<file path="config.mk">
export PLATFORM = sky130hd
export DESIGN_NAME = demux_tdm
export DESIGN_NICKNAME = d
export VERILOG_FILES = /design/src/rtl/demux_tdm.sv
export SDC_FILE = /design/constraint.sdc
export NUM_CORES = 1
export LEC_CHECK = 0
export BUFFER_PORTS_ARGS = -buffer_cell sky130_fd_sc_hd__buf_2
export CAP_MARGIN = 25
export CORE_UTILIZATION = 29
export CTS_CLUSTER_DIAMETER = 80
export CTS_CLUSTER_SIZE = 20
export DETAILED_ROUTE_END_ITERATION = 6
export GPL_TIMING_DRIVEN = 0
export HOLD_SLACK_MARGIN = 0.15
export PLACE_DENSITY = 0.58
export SYNTH_ARGS = -nofsm -noshare
export SYNTH_HDL_FRONTEND = slang
export SYNTH_SLANG_ARGS = --single-unit
</file>
<file path="constraint.sdc">
create_clock -name clk -period 1.7 [get_ports clk]
set_input_delay 0.255 -clock clk [delete_from_list [all_inputs] [get_ports clk]]
set_output_delay 0.255 -clock clk [all_outputs]
set_load 0.005 [all_outputs]
</file>
<file path="src/rtl/demux_tdm.sv">
// demux_tdm: serial TDM demultiplexer, four channel slots per frame.
//
// Bits arrive MSB first on din, qualified by in_valid. A sync bit marks the
// first bit of slot 0. Each completed slot is parked in a shadow register;
// once slot 3 completes, all four shadows are copied to a..d together on the
// following edge, with a one-cycle frame_valid pulse.
//
// Ports:
//   clk          clock, rising edge
//   rst          synchronous active-high reset
//   din          serial data bit
//   in_valid     din/sync qualifier; low stalls the receiver
//   sync         first bit of a frame (slot 0, bit WIDTH-1)
//   a, b, c, d   registered channel words for slots 0..3
//   s1, s2       slot index of the next expected bit (s1 = MSB)
//   frame_valid  one-cycle pulse when a..d take a new frame
//   sync_err     one-cycle pulse on a framing violation
module demux_tdm #(
  parameter int unsigned WIDTH = 1
) (
  input  logic             clk,
  input  logic             rst,
  input  logic             din,
  input  logic             in_valid,
  input  logic             sync,
  output logic [WIDTH-1:0] a,
  output logic [WIDTH-1:0] b,
  output logic [WIDTH-1:0] c,
  output logic [WIDTH-1:0] d,
  output logic             s1,
  output logic             s2,
  output logic             frame_valid,
  output logic             sync_err
);

  localparam int unsigned CntW = (WIDTH > 1) ? $clog2(WIDTH) : 1;
  localparam logic [CntW-1:0] LastBit = CntW'(WIDTH - 1);

  typedef enum logic {StHunt, StRecv} state_e;

  state_e                 state_q, state_d;
  logic [CntW-1:0]        bit_q, bit_d;
  logic [1:0]             slot_q, slot_d;
  logic [WIDTH-1:0]       shift_q, shift_d;
  logic [WIDTH-1:0]       shadow_q [4];
  logic [WIDTH-1:0]       shadow_d [4];
  logic                   load_q, load_d;
  logic [WIDTH-1:0]       a_q, a_d, b_q, b_d, c_q, c_d, d_q, d_d;
  logic                   fv_q, fv_d;
  logic                   err_q, err_d;

  logic                   boundary;
  logic                   accept;
  logic                   start;
  logic [CntW-1:0]        cur_bit;
  logic [1:0]             cur_slot;
  logic [WIDTH-1:0]       cur_shift;
  logic [WIDTH-1:0]       word;

  assign boundary = (slot_q == 2'd0) && (bit_q == LastBit);

  always_comb begin
    state_d  = state_q;
    bit_d    = bit_q;
    slot_d   = slot_q;
    shift_d  = shift_q;
    shadow_d = shadow_q;
    load_d   = 1'b0;
    a_d      = a_q;
    b_d      = b_q;
    c_d      = c_q;
    d_d      = d_q;
    fv_d     = 1'b0;
    err_d    = 1'b0;
    accept   = 1'b0;
    start    = 1'b0;

    // Output load is tied to the edge after the final bit, independent of
    // in_valid, so latency to frame_valid is always exactly one clock.
    if (load_q) begin
      a_d  = shadow_q[0];
      b_d  = shadow_q[1];
      c_d  = shadow_q[2];
      d_d  = shadow_q[3];
      fv_d = 1'b1;
    end

    if (in_valid) begin
      unique case (state_q)
        StHunt: begin
          if (sync) begin
            accept  = 1'b1;
            start   = 1'b1;
            state_d = StRecv;
          end
        end
        StRecv: begin
          if (boundary) begin
            if (sync) begin
              accept = 1'b1;
              start  = 1'b1;
            end else begin
              err_d   = 1'b1;
              state_d = StHunt;
            end
          end else begin
            accept = 1'b1;
            // Early sync: drop the partial frame, restart on this bit.
            if (sync) begin
              err_d = 1'b1;
              start = 1'b1;
            end
          end
        end
        default: state_d = StHunt;
      endcase
    end

    cur_bit   = start ? LastBit : bit_q;
    cur_slot  = start ? 2'd0 : slot_q;
    cur_shift = start ? '0 : shift_q;
    word      = (cur_shift << 1) | WIDTH'(din);

    if (accept) begin
      if (cur_bit == '0) begin
        shadow_d[cur_slot] = word;
        bit_d              = LastBit;
        slot_d             = cur_slot + 2'd1;
        shift_d            = '0;
        if (cur_slot == 2'd3) begin
          load_d = 1'b1;
        end
      end else begin
        bit_d   = cur_bit - CntW'(1);
        slot_d  = cur_slot;
        shift_d = word;
      end
    end
  end

  always_ff @(posedge clk) begin
    if (rst) begin
      state_q  <= StHunt;
      bit_q    <= LastBit;
      slot_q   <= 2'd0;
      shift_q  <= '0;
      shadow_q <= '{default: '0};
      load_q   <= 1'b0;
      a_q      <= '0;
      b_q      <= '0;
      c_q      <= '0;
      d_q      <= '0;
      fv_q     <= 1'b0;
      err_q    <= 1'b0;
    end else begin
      state_q  <= state_d;
      bit_q    <= bit_d;
      slot_q   <= slot_d;
      shift_q  <= shift_d;
      shadow_q <= shadow_d;
      load_q   <= load_d;
      a_q      <= a_d;
      b_q      <= b_d;
      c_q      <= c_d;
      d_q      <= d_d;
      fv_q     <= fv_d;
      err_q    <= err_d;
    end
  end

  assign a           = a_q;
  assign b           = b_q;
  assign c           = c_q;
  assign d           = d_q;
  assign s1          = slot_q[1];
  assign s2          = slot_q[0];
  assign frame_valid = fv_q;
  assign sync_err    = err_q;

endmodule

</file>
==> flow_metrics.tcl <==
set metrics [dict create \
    status "complete, no violations" \
    clockPowerShare 0.380 \
    hp-start "rst" \
    power.share.combinational 0.084 \
    cts-htree-levels 1 \
    cap_violations 0 \
    cts_tree "yes" \
    grt_max_degree 10 \
    max_freq_mhz 667 \
    post-dp-hpwl_um 786 \
    yosysWarningCount 0 \
    ant_nets 0 \
    netlist_area_sq_um 614 \
    timing_worst_setup_path_type "flop to flop" \
    diodes 0 \
    postCtsResizedCells 0 \
    power.density_mw_per_mm2 867 \
    holdBufCountCts 0 \
    grt_util_all_layers 0.108 \
    die_h_um 48.0 \
    yosysTopAreaCell "dfxtp_1" \
    routedWlPerCell_um 9.76 \
    worstHoldEndpoint "load_q" \
    min_period_over_period 0.882 \
    cts-root-buf "clkbuf_4" \
    area_growth_pct 19.6 \
    grtUsageMet1 0.129 \
    die-area_sq_mm 0.00231 \
    p_leak_uw 0.000348 \
    use_met2 0.159 \
    synth-seq-cells 14 \
    routabilityCongestion 0.685 \
    antenna_found_initial 0 \
    cp_max_fo 6 \
    critPathRequiredTime_ns 1.92 \
    grt_util_met3 0.0566 \
    pwr-share-seq 0.536 \
    grt-ovfl-total 0 \
    clkSlewWorstSetupHoldPaths_ns 0.09 \
    tns_ns 0 \
    synth_top_cells_by_area "dfxtp_1 (46%), mux2i_1 (15%), ha_1 (8.1%)" \
    r2r-start "slot_q[0]" \
    r2r_end "slot_q[1]" \
    vias 467 \
    path_cells "nor2_1 -> ha_1 -> nor2b_1 -> o21a_1 -> mux2i_1" \
    hold_viol 0 \
    slowest_delay_ns 0.43 \
    crit_family "flip-flops" \
    holdPathStages 2 \
    slowest_stage "dfxtp_1" \
    synthesis.nets 74 \
    cts_buffers 3 \
    initial_core_util 0.310 \
    setup_viol 0 \
    rows 16 \
    slew_viol_final 0 \
    fin_skew_ns 0.00536 \
    reg2reg_depth 5 \
    routed_wl_um 1040 \
    yosysUniqueCellTypes 17 \
    grt.busiest_layer "met2" \
    final_layout_size_suffix_gt1_frac 0.215 \
    rrSetupSlack_ns 0.20 \
    grt_first_pass_wirelength_um 1610 \
    internal-power_uw 488 \
    via_per_inst 4.41 \
    switching_power_uw 149 \
    end_kind "flop" \
    port_buffers 10 \
    maxSlewHeadroom 0.788 \
    cts_setup_buffers 0 \
    place_inst 102 \
    drtIter0Drc 11 \
    fp.coreArea_sq_mm 0.00198 \
    hold_path.class "input pin to flop" \
    finalNonFillerCells 106 \
    max-vdd-ir-drop_uv 410 \
    clockBufferDepth 2 \
    syn_inst 65 \
    synth_area_per_cell_sq_um 9.45 \
    rsz0062_at_grt "no" \
    io_pins 13 \
    layout_min_cycle_time_ns 1.50 \
    critPathLaunchType "flop" \
    cp.arrival_ns 1.72 \
    nets 89 \
    switching_share 0.234 \
    fill_cells 211 \
    drc 0 \
    insertion_delay_ns 0.28 \
    dr.pass1.iters 4 \
    grt_pass1_vias 396 \
    synth_top_area_share 0.456 \
    synth-seq-area-share 0.456 \
    clock_sinks 14 \
    final_common_cell "dfxtp_1" \
    path_buf_inv 0 \
    final_cell_mix "dfxtp_1 (14), nand2_1 (12), buf_2 (11)" \
    dieWidth_um 48.0 \
    worstMarginPinSlew_ns 0.318 \
]
[worst max path at each step]
stage                     cells past startpoint     endpoint  slack [ns]      start
after global routing                          5    slot_q[1]        0.07  slot_q[0]
after floorplan                               4  shadow_q[0]        0.29  slot_q[0]
after detailed placement                      4  shadow_q[0]        0.23  slot_q[0]
after global placement                        4  shadow_q[0]        0.26  slot_q[0]
final                                         5    slot_q[1]        0.20  slot_q[0]
after CTS                                     5    slot_q[1]        0.21  slot_q[0]
[Yosys cell counts (all sizes together)]
master	instances
dfxtp	14
nand2	12
mux2i	9
nor2	6
ha	4
nor2b	4
inv	3
o211ai	3
buf	2
o21a	2
clkbuf	1
clkinv	1
nand4	1
nor3	1
o211a	1
or4	1
[flip-flops by register name, indices dropped and copies added, names as in the netlist]
register / count
shadow_q: 4
slot_q: 2
a: 1
b: 1
c: 1
d: 1
frame_valid: 1
load_q: 1
state_q: 1
sync_err: 1
[final cells by class]
class                           count  area (sq um)  area share
Sequential cell                    14           280       0.382
Buffer                              3          16.3      0.0221
Multi-Input combinational cell     44           303       0.412
Tap cell                           27          33.8      0.0460
Timing Repair Buffer               10          50.0      0.0681
Clock buffer                        4          36.3      0.0494
Inverter                            4          15.0      0.0204
[power groups by stage]
stage	Sequential, uW	Clock [uW]	Combinational [uW]
finish	341	242	53.4
global route	342	263	60.2
CTS	341	251	54.1
detailed placement	349	0	53.4
global placement	348	0	51.9
floorplan	348	0	38.5
[metal layers]
layer  routed length (um)  share of wire
met1                  505           0.49
met2                  444           0.43
met3                   71          0.069
met4                   14          0.014
met5                    0              0
[kinds of logic after synthesis]
| kind of cell | count (synthesis) | synth area share |
|---|---|---|
| DFF | 14 | 0.456 |
| adders and majority gates | 4 | 0.0815 |
| and+or+nand+nor | 25 | 0.187 |
| AOI/OAI and AO/OA | 6 | 0.0774 |
| buffers and inverters | 7 | 0.0509 |
| muxes | 9 | 0.147 |
[per-stage QoR]
stage | area, sq um | hold slack (ns) | utilization | setup WS [ns] | total power, uW
2_1_floorplan | 614 | 0.438 | - | 0.291 | 386
3_3_place_gp | 698 | 0.452 | 0.352 | 0.261 | 400
3_5_place_dp | 698 | 0.457 | 0.352 | 0.226 | 402
4_1_cts | 734 | 0.233 | 0.371 | 0.208 | 646
5_1_grt | 734 | 0.237 | 0.371 | 0.0726 | 665
6_report | 734 | 0.235 | 0.371 | 0.201 | 637
Note: power is estimated with default switching activity, not from simulation.
